$ cat src/rtl/riscv.sv
// riscv: architectural constants shared across the core.
package riscv;
    localparam int unsigned VLEN = 64;
endpackage

$ cat src/rtl/ariane_pkg.sv
// ariane_pkg: core-wide types, including the branch history table update format
// and the entry layout used by the BHT update buffer.
package ariane_pkg;
    localparam int BHT_UPD_BUF_DEPTH = 4;

    typedef struct packed {
        logic                    valid;
        logic [riscv::VLEN-1:0]  pc;
        logic                    taken;
    } bht_update_t;

    typedef struct packed {
        logic [riscv::VLEN-1:0]  pc;
        logic                    taken;
    } bht_upd_entry_t;
endpackage

$ cat src/rtl/bht_upd_fifo.sv
// bht_upd_fifo: pointer/count FIFO with a combinational head read, a tail read
// port and an in-place tail overwrite.
//   clk_i, rst_ni : clock, asynchronous active-low reset
//   flush_i       : empty the FIFO (pointers and count to 0), highest priority
//   push_i        : write wdata_i at the write pointer
//   ovr_i         : overwrite the most recently written entry (ignored on push)
//   pop_i         : advance the read pointer
//   head_o/tail_o : oldest / newest entry
//   count_o       : number of valid entries
module bht_upd_fifo #(
    parameter int DEPTH = 4,
    parameter int W     = 1
) (
    input  logic                   clk_i,
    input  logic                   rst_ni,
    input  logic                   flush_i,
    input  logic                   push_i,
    input  logic                   ovr_i,
    input  logic                   pop_i,
    input  logic [W-1:0]           wdata_i,
    output logic [W-1:0]           head_o,
    output logic [W-1:0]           tail_o,
    output logic [$clog2(DEPTH):0] count_o
);
    localparam int AW = $clog2(DEPTH);

    logic [AW-1:0] rd_ptr_q, wr_ptr_q, tail_idx;
    logic [AW:0]   count_q;
    logic [W-1:0]  mem_q [DEPTH];

    // Pointers wrap by natural overflow since DEPTH is a power of two.
    assign tail_idx = wr_ptr_q - AW'(1);
    assign head_o   = mem_q[rd_ptr_q];
    assign tail_o   = mem_q[tail_idx];
    assign count_o  = count_q;

    always_ff @(posedge clk_i or negedge rst_ni) begin
        if (!rst_ni) begin
            rd_ptr_q <= '0;
            wr_ptr_q <= '0;
            count_q  <= '0;
            for (int i = 0; i < DEPTH; i++) mem_q[i] <= '0;
        end else if (flush_i) begin
            rd_ptr_q <= '0;
            wr_ptr_q <= '0;
            count_q  <= '0;
        end else begin
            if (push_i) begin
                mem_q[wr_ptr_q] <= wdata_i;
                wr_ptr_q        <= wr_ptr_q + AW'(1);
            end else if (ovr_i) begin
                mem_q[tail_idx] <= wdata_i;
            end
            if (pop_i) rd_ptr_q <= rd_ptr_q + AW'(1);
            count_q <= count_q + (AW+1)'(push_i) - (AW+1)'(pop_i);
        end
    end
endmodule

$ cat src/rtl/bht_update_buffer.sv
// bht_update_buffer: buffers resolved conditional branches ahead of the BHT
// update port, coalescing repeated updates to the same PC and counting drops.
//   clk_i, rst_ni  : clock, asynchronous active-low reset
//   flush_i        : discard all buffered updates
//   debug_mode_i   : suppress enqueue and drain
//   hold_i         : table cannot take an update this cycle (drain only)
//   res_*_i        : branch resolution from execute
//   bht_update_o   : {valid, pc, taken} to the table, one per cycle
//   occupancy_o    : buffered entries; full_o when equal to DEPTH
//   drop_cnt_o     : saturating count of updates lost to overflow
module bht_update_buffer
    import ariane_pkg::*;
#(
    parameter int DEPTH     = BHT_UPD_BUF_DEPTH,
    parameter int CNT_WIDTH = 16
) (
    input  logic                     clk_i,
    input  logic                     rst_ni,
    input  logic                     flush_i,
    input  logic                     debug_mode_i,
    input  logic                     hold_i,
    input  logic                     res_valid_i,
    input  logic                     res_is_cond_i,
    input  logic [riscv::VLEN-1:0]   res_pc_i,
    input  logic                     res_taken_i,
    output bht_update_t              bht_update_o,
    output logic [$clog2(DEPTH):0]   occupancy_o,
    output logic                     full_o,
    output logic [CNT_WIDTH-1:0]     drop_cnt_o
);
    localparam int AW = $clog2(DEPTH);
    localparam logic [AW:0] FULL = (AW+1)'(DEPTH);

    bht_upd_entry_t head, tail, wdata;
    logic [AW:0]    count;
    logic           req, pop, coalesce, push, drop;
    logic [CNT_WIDTH-1:0] drop_cnt_q;

    // Flush suppresses every action in its cycle, so it gates the request here.
    assign req      = res_valid_i && res_is_cond_i && !debug_mode_i && !flush_i;
    assign pop      = (count != '0) && !hold_i && !debug_mode_i && !flush_i;
    // A matching sole entry leaving this cycle cannot absorb the update.
    assign coalesce = req && (count != '0) && (tail.pc == res_pc_i) &&
                      !(pop && count == (AW+1)'(1));
    assign push     = req && !coalesce && ((count < FULL) || pop);
    assign drop     = req && !coalesce && (count == FULL) && !pop;
    assign wdata    = '{pc: res_pc_i, taken: res_taken_i};

    bht_upd_fifo #(
        .DEPTH (DEPTH),
        .W     ($bits(bht_upd_entry_t))
    ) i_fifo (
        .clk_i   (clk_i),
        .rst_ni  (rst_ni),
        .flush_i (flush_i),
        .push_i  (push),
        .ovr_i   (coalesce),
        .pop_i   (pop),
        .wdata_i (wdata),
        .head_o  (head),
        .tail_o  (tail),
        .count_o (count)
    );

    always_ff @(posedge clk_i or negedge rst_ni) begin
        if (!rst_ni) drop_cnt_q <= '0;
        else if (drop && !(&drop_cnt_q)) drop_cnt_q <= drop_cnt_q + CNT_WIDTH'(1);
    end

    assign bht_update_o = '{valid: pop, pc: head.pc, taken: head.taken};
    assign occupancy_o  = count;
    assign full_o       = (count == FULL);
    assign drop_cnt_o   = drop_cnt_q;
endmodule

$ cat config.mk
export PLATFORM = sky130hd
export DESIGN_NAME = bht_update_buffer
export DESIGN_NICKNAME = d
export VERILOG_FILES = /design/src/rtl/riscv.sv /design/src/rtl/ariane_pkg.sv /design/src/rtl/bht_upd_fifo.sv /design/src/rtl/bht_update_buffer.sv
export SDC_FILE = /design/constraint.sdc
export NUM_CORES = 1
export LEC_CHECK = 0
export ABC_AREA = 1
export BUFFER_PORTS_ARGS = -buffer_cell sky130_fd_sc_hd__buf_2
export CAP_MARGIN = 20
export CORE_MARGIN = 1
export CORE_UTILIZATION = 40
export CTS_BUF_LIST = sky130_fd_sc_hd__clkbuf_16
export DETAILED_ROUTE_END_ITERATION = 7
export SLEW_MARGIN = 20
export SYNTH_ARGS = -nofsm -noshare
export SYNTH_HDL_FRONTEND = slang
export SYNTH_HIERARCHICAL = 1
export SYNTH_SLANG_ARGS = --single-unit
$ cat constraint.sdc
create_clock -name clk_i -period 8.3 [get_ports clk_i]
set_input_delay 2.49 -clock clk_i [delete_from_list [all_inputs] [get_ports clk_i]]
set_output_delay 2.49 -clock clk_i [all_outputs]
set_load 0.005 [all_outputs]
==> results.toml, run 1 <==
[clock_tree]
hold_buffers = 0
clk_latency_ns = 0.52
cts_resized = 0
cts_tree = "yes"
cts.sinks = 283
cts-root-buf = "clkbuf_16"
cts_buffer_depth = 3
numCtsBuffers = 35
htree_levels = 2
cts_setup_buffers = 0
path_clk_slew_ns = 0.06

[place]
io_buffers = 157
place_congestion = 0.8451
dpl.hpwl_um = 33890
dp.cells = 3115
place_area_mm2 = 0.01835

[sta]
final-setup-viol-count = 0
hold_viol = 0
fin_crit_ns = 5.918
rsz0062_at_grt = "no"
skew_ns = 0.009457
worst_slew_pin_slew_ns = 1.084
finalSetupTns_ns = 0
finalMaxSlewViolations = 0
slew_headroom_pct = 27.74
finalCritPeriodShare_pct = 71.30
fmax_mhz = 169.0

[global_routing]
grt_overflow = 0
antenna_found_initial = 5
groute.usage.overall_pct = 25.47
grt_max_degree = 115
grt_pass1_wl_um = 89070
grt_pass1_vias = 15570

[route]
routed_wl_um = 56860
wire_per_inst_um = 17.90
drc_errors = 0
vias = 16770
drt_iter0_markers = 1350
postRouteAntennaNets = 0
first_pass_iters = 5
vias_per_cell = 5.280

[die]
rows = 76
initial_core_util_pct = 40.58
die_w_um = 211.3
core_mm2 = 0.04317
die_y_um = 211.3
dieArea_mm2 = 0.04464
ios = 158

[setup_path]
max_stage_delay_ns = 0.89
cp-end-kind = "register"
cp.required_ns = 8.75
cp-start-kind = "register"
criticalPathCategory = "register to register"
timing.critical_path.buf_inv = 3
arrival_ns = 6.37
crit_slowest_cell = "ha_4"
crit_family = "simple AND/OR/NAND/NOR gates"
path_max_fanout = 99
crit_chain = "inv_1, ha_4, buf_4, a21oi_1, o21ai_0, nand2_1, xnor2_1, nand3_1, nor4b_1, nand4_1, nor2_1, nor2_4, nor2_4, buf_12, nand3_1, nand2_1"

[yosys]
syn_nets = 2598
post_synth_inst_count = 2518
synthesis.area_mm2 = 0.01752
avgSynthCellArea_um2 = 6.957
yosysWarnings = 6

[finish]
fillers = 4475
area_delta_synth_final_pct = 10.71
drive_gt1_share_pct = 10.20
final_util_pct = 44.92
nets = 2647
final_cells = 3177
final_area_mm2 = 0.01939

[power_and_ir_drop]
p_leak_nw = 10.91
p_per_area_mw_per_mm2 = 194.1
power_frac_seq_pct = 42.4
combinationalPowerShare_pct = 19.9
swShare_pct = 31.61
intPower_mw = 2.574
switchingPower_mw = 1.190
peakVddDrop_uv = 95.04
pwr-share-clk_pct = 37.7

[job]
cap_violations = 0

[worst_hold_path]
min_path_type = "register to register"

[status]
status = "completed"
-- metal layers --
metal | routed length (µm) | GRT usage (%) | share of wire, % | up-vias
li1 | - | - | - | 8201
met1 | 26140 | 36.58 | 46 | 7954
met2 | 25850 | 39.75 | 45 | 556
met3 | 3906 | 4.148 | 6.9 | 60
met4 | 943 | 6.447 | 1.7 | 2
met5 | 17 | 0 | 0.030 | -
-- worst reg2reg max path, cell delays in order, from the launching register on --
cell	delay, ns
dfrtp_4	0.86
inv_1	0.35
ha_4	0.89
buf_4	0.43
a21oi_1	0.07
o21ai_0	0.11
nand2_1	0.09
xnor2_1	0.33
nand3_1	0.22
nor4b_1	0.35
nand4_1	0.13
nor2_1	0.35
nor2_4	0.06
nor2_4	0.78
buf_12	0.44
nand3_1	0.26
nand2_1	0.13
-- stage by stage --
step | hold slack, ns | power, mW | setup WS, ns
final | 0.4681 | 3.764 | 2.382
after CTS | 0.4719 | 3.793 | 2.482
after global routing | 0.4808 | 3.969 | 1.920
after floorplan | 0.4419 | 2.061 | 2.748
after global placement | 0.4530 | 2.346 | 2.483
after detailed placement | 0.4580 | 2.362 | 2.487
-- path summary, 6_finish.rpt --
path                       cells past startpoint  slack [ns]                           start                              to
min                                            2        0.47   i_fifo/mem_q[110]$_DFFE_PN0P_   i_fifo/mem_q[110]$_DFFE_PN0P_
min reg2reg                                    2        0.47   i_fifo/mem_q[110]$_DFFE_PN0P_   i_fifo/mem_q[110]$_DFFE_PN0P_
max in group asynchronous                      2        4.63                          rst_ni  i_fifo/wr_ptr_q[0]$_DFFE_PN0P_
max                                           16        2.38  i_fifo/wr_ptr_q[0]$_DFFE_PN0P_   i_fifo/mem_q[242]$_DFFE_PN0P_
max reg2reg                                   16        2.38  i_fifo/wr_ptr_q[0]$_DFFE_PN0P_   i_fifo/mem_q[242]$_DFFE_PN0P_
min in group asynchronous                      1        1.98                          rst_ni       drop_cnt_o[5]$_DFFE_PN0P_
-- registers in the layout (all words and copies together) (netlist names) --
name and flops:
i_fifo/mem_q 260, i_fifo/count_o 3, i_fifo/wr_ptr_q 2, drop_cnt_o 16, i_fifo/rd_ptr_q 2
-- power by group through the flow --
stage                     registers [mW]  logic [mW]  clock network (mW)
after floorplan                     1.59       0.470                   0
after global placement              1.61       0.735                   0
after detailed placement            1.62       0.747                   0
after CTS                           1.59       0.750                1.45
after global routing                1.61       0.849                1.51
final                               1.59       0.749                1.42
-- area by class of cell --
cell class / count / area [µm²] / area share (%)
tap: 585 / 732.0 / 3.774
multi-input combinational: 1824 / 8583 / 44.26
inverter: 237 / 894.6 / 4.613
sequential: 283 / 7087 / 36.54
clock inverter: 21 / 110.1 / 0.5677
timing repair buffer: 186 / 1051 / 5.419
clock buffer: 37 / 925.9 / 4.774
antenna: 4 / 10.01 / 0.05161
-- placed cells by master, fill, tap and decap left out, types with 9 or more instances in the layout --
master        n
buf_4        26
o211ai_1    193
nand2_2      20
nor4_1        9
nand2_1    1033
xnor2_1      17
nand4_1      16
buf_2       156
o21ai_0      67
dfrtp_1     281
clkinv_1      9
nand3_1     278
nor2_1       74
a21oi_1      66
clkbuf_16    37
xor2_1       18
inv_1       241
(Power assumes the default switching activity.)
==> run 2: changes to the inputs <==
==> constraint.sdc (replaced) <==
create_clock -name clk_i -period 5.39 [get_ports clk_i]
set_input_delay 1.617 -clock clk_i [delete_from_list [all_inputs] [get_ports clk_i]]
set_output_delay 1.617 -clock clk_i [all_outputs]
set_load 0.005 [all_outputs]
==> results.toml, run 2 (synthesis results as in run 1) <==
[status]
status = "completed"

[finish]
nets = 2652
layout_commonest_cell = "nand2_1"
top_register = "i_fifo/mem_q"
final_area_mm2 = 0.01959
largest_register_ffs = 260
fillers = 4457
multiInputGateArea_mm2 = 0.008583
ff_latch_area_mm2 = 0.007087
final_cell_mix = "1,033 x nand2_1, 281 x dfrtp_1, 278 x nand3_1"
area_delta_synth_final_pct = 11.81
drive_gt1_share_pct = 10.44

[place]
place_area_mm2 = 0.01847
place_ws_ns = 0.5506
place_congestion = 0.8453
io_buffers = 157
dpl.hpwl_um = 34440

[power_and_ir_drop]
peakVddDrop_uv = 208.6
combinationalPowerShare_pct = 19.7
intPower_mw = 4.076
p_total_mw = 5.934
switchingPower_mw = 1.859
pwr-share-clk_pct = 39.1
p_per_area_mw_per_mm2 = 303.0
p_leak_nw = 11.00
swShare_pct = 31.32
power_frac_seq_pct = 41.2

[sta]
hold_viol = 0
finalCritPeriodShare_pct = 90.82
skew_ns = 0.02576
rsz0062_at_grt = "no"
fin_crit_ns = 4.895
fmax_mhz = 204.3
worst_slew_pin_slew_ns = 1.322
finalMaxSlewViolations = 0
slew_headroom_pct = 11.86
finalSetupTns_ns = 0
final-setup-viol-count = 0
setup_slack_ns = 0.4945

[route]
vias_per_cell = 5.306
routed_wl_um = 57890
first_pass_iters = 5
vias = 16900
wire_per_inst_um = 18.18
drc_errors = 0
postRouteAntennaNets = 0
drt_iter0_markers = 1454

[clock_tree]
clk_latency_ns = 0.54
hold_buffers = 0
numCtsBuffers = 36
cts.sinks = 283
htree_levels = 2
cts-root-buf = "clkbuf_16"
path_clk_slew_ns = 0.06
cts_setup_buffers = 0
cts_resized = 0
cts_buffer_depth = 3
cts_tree = "yes"

[setup_path]
arrival_ns = 5.35
crit_slowest_cell = "buf_4"
path_max_fanout = 254
crit_chain = "buf_12, o211ai_1, nand2_1, xor2_1, nor2_1, nand2_1, nor2_1, nand2_1, nor2_1, nand3_2, and3_1, nor2_4, nor2_4, buf_4, nand3_1, nand2_1"
cp.required_ns = 5.85
max_stage_delay_ns = 0.88
crit_family = "simple AND/OR/NAND/NOR gates"
timing.critical_path.buf_inv = 2
cp-start-kind = "register"
criticalPathCategory = "register to register"
cpMostUsedCell = "nand2_1"
cp-end-kind = "register"

[die]
rows = 76
dieArea_mm2 = 0.04464
initial_core_util_pct = 40.58
core_mm2 = 0.04317
die_w_um = 211.3
die_y_um = 211.3
ios = 158

[worst_hold_path]
min_path_type = "register to register"

[global_routing]
groute.usage.overall_pct = 26.03
grt_overflow = 0
antenna_found_initial = 6
grt_pass1_wl_um = 91020
grt_pass1_vias = 15890
grt_max_degree = 255

[job]
cap_violations = 0
run 2: cell types whose count changed in the layout (fill, tap and decap cells not counted), moves of 2 or more:
| cell | previous run | this run |
|---|---|---|
| buf_4 | 26 | 23 |
| buf_12 | 3 | 10 |
| inv_6 | 1 | 3 |
| inv_1 | 241 | 244 |
| bufinv_16 | 1 | 3 |
| clkinv_1 | 9 | 6 |
run 2: cell type report:
type                    count  area share [%]
inverters                 237           4.568
clock buffers              37           4.727
well taps                 585           3.737
flip-flops and latches    283           36.18
diodes                      5         0.06388
repair buffers            190           5.967
clock inverters            24          0.9327
multi-input cells        1824           43.82
run 2: final timing paths:
| path | cells past startpoint | from | slack [ns] | end |
|---|---|---|---|---|
| worst max-delay path | 16 | i_fifo/wr_ptr_q[0]$_DFFE_PN0P_ | 0.49 | i_fifo/mem_q[161]$_DFFE_PN0P_ |
| min in group asynchronous | 1 | rst_ni | 1.13 | drop_cnt_o[2]$_DFFE_PN0P_ |
| worst max register to register | 16 | i_fifo/wr_ptr_q[0]$_DFFE_PN0P_ | 0.49 | i_fifo/mem_q[161]$_DFFE_PN0P_ |
| max in group asynchronous | 2 | rst_ni | 3.13 | i_fifo/mem_q[187]$_DFFE_PN0P_ |
| worst min-delay path | 2 | i_fifo/mem_q[249]$_DFFE_PN0P_ | 0.47 | i_fifo/mem_q[249]$_DFFE_PN0P_ |
| worst min register to register | 2 | i_fifo/mem_q[249]$_DFFE_PN0P_ | 0.47 | i_fifo/mem_q[249]$_DFFE_PN0P_ |
run 2: per-layer routing:
layer  wire length (µm)  vias to the layer above  global-route usage [%]  part of all wire, %
li1                   -                     8220                       -                    -
met1              26620                     8103                   36.84                   46
met2              26820                      503                   41.58                   46
met3               3477                       72                   3.747                  6.0
met4                961                        2                   6.672                  1.7
met5                 11                        -                       0                0.019
run 2: metrics by stage:
step                utilization [%]  hold WS, ns  std cells
floorplan                         -       0.4419       2518
CTS                           45.34       0.4719       3180
finish                        45.37       0.4675       3185
global placement              42.77       0.4536       3119
detailed placement            42.77       0.4581       3119
global route                  45.36       0.4877       3183
run 2: worst register-to-register path: stages (launching register included):
cell and delay [ns]:
dfrtp_4 0.43, buf_12 0.56, o211ai_1 0.71, nand2_1 0.16
xor2_1 0.48, nor2_1 0.08, nand2_1 0.08, nor2_1 0.04
nand2_1 0.08, nor2_1 0.06, nand3_2 0.11, and3_1 0.42
nor2_4 0.08, nor2_4 0.24, buf_4 0.88, nand3_1 0.26
nand2_1 0.14
run 2: power by group through the flow:
stage               clock [mW]  combinational (mW)  sequential (mW)
floorplan                    0               0.723             2.45
global placement             0                1.15             2.47
detailed placement           0                1.17             2.48
CTS                       2.37                1.17             2.44
global route              2.46                1.33             2.47
finish                    2.32                1.17             2.45
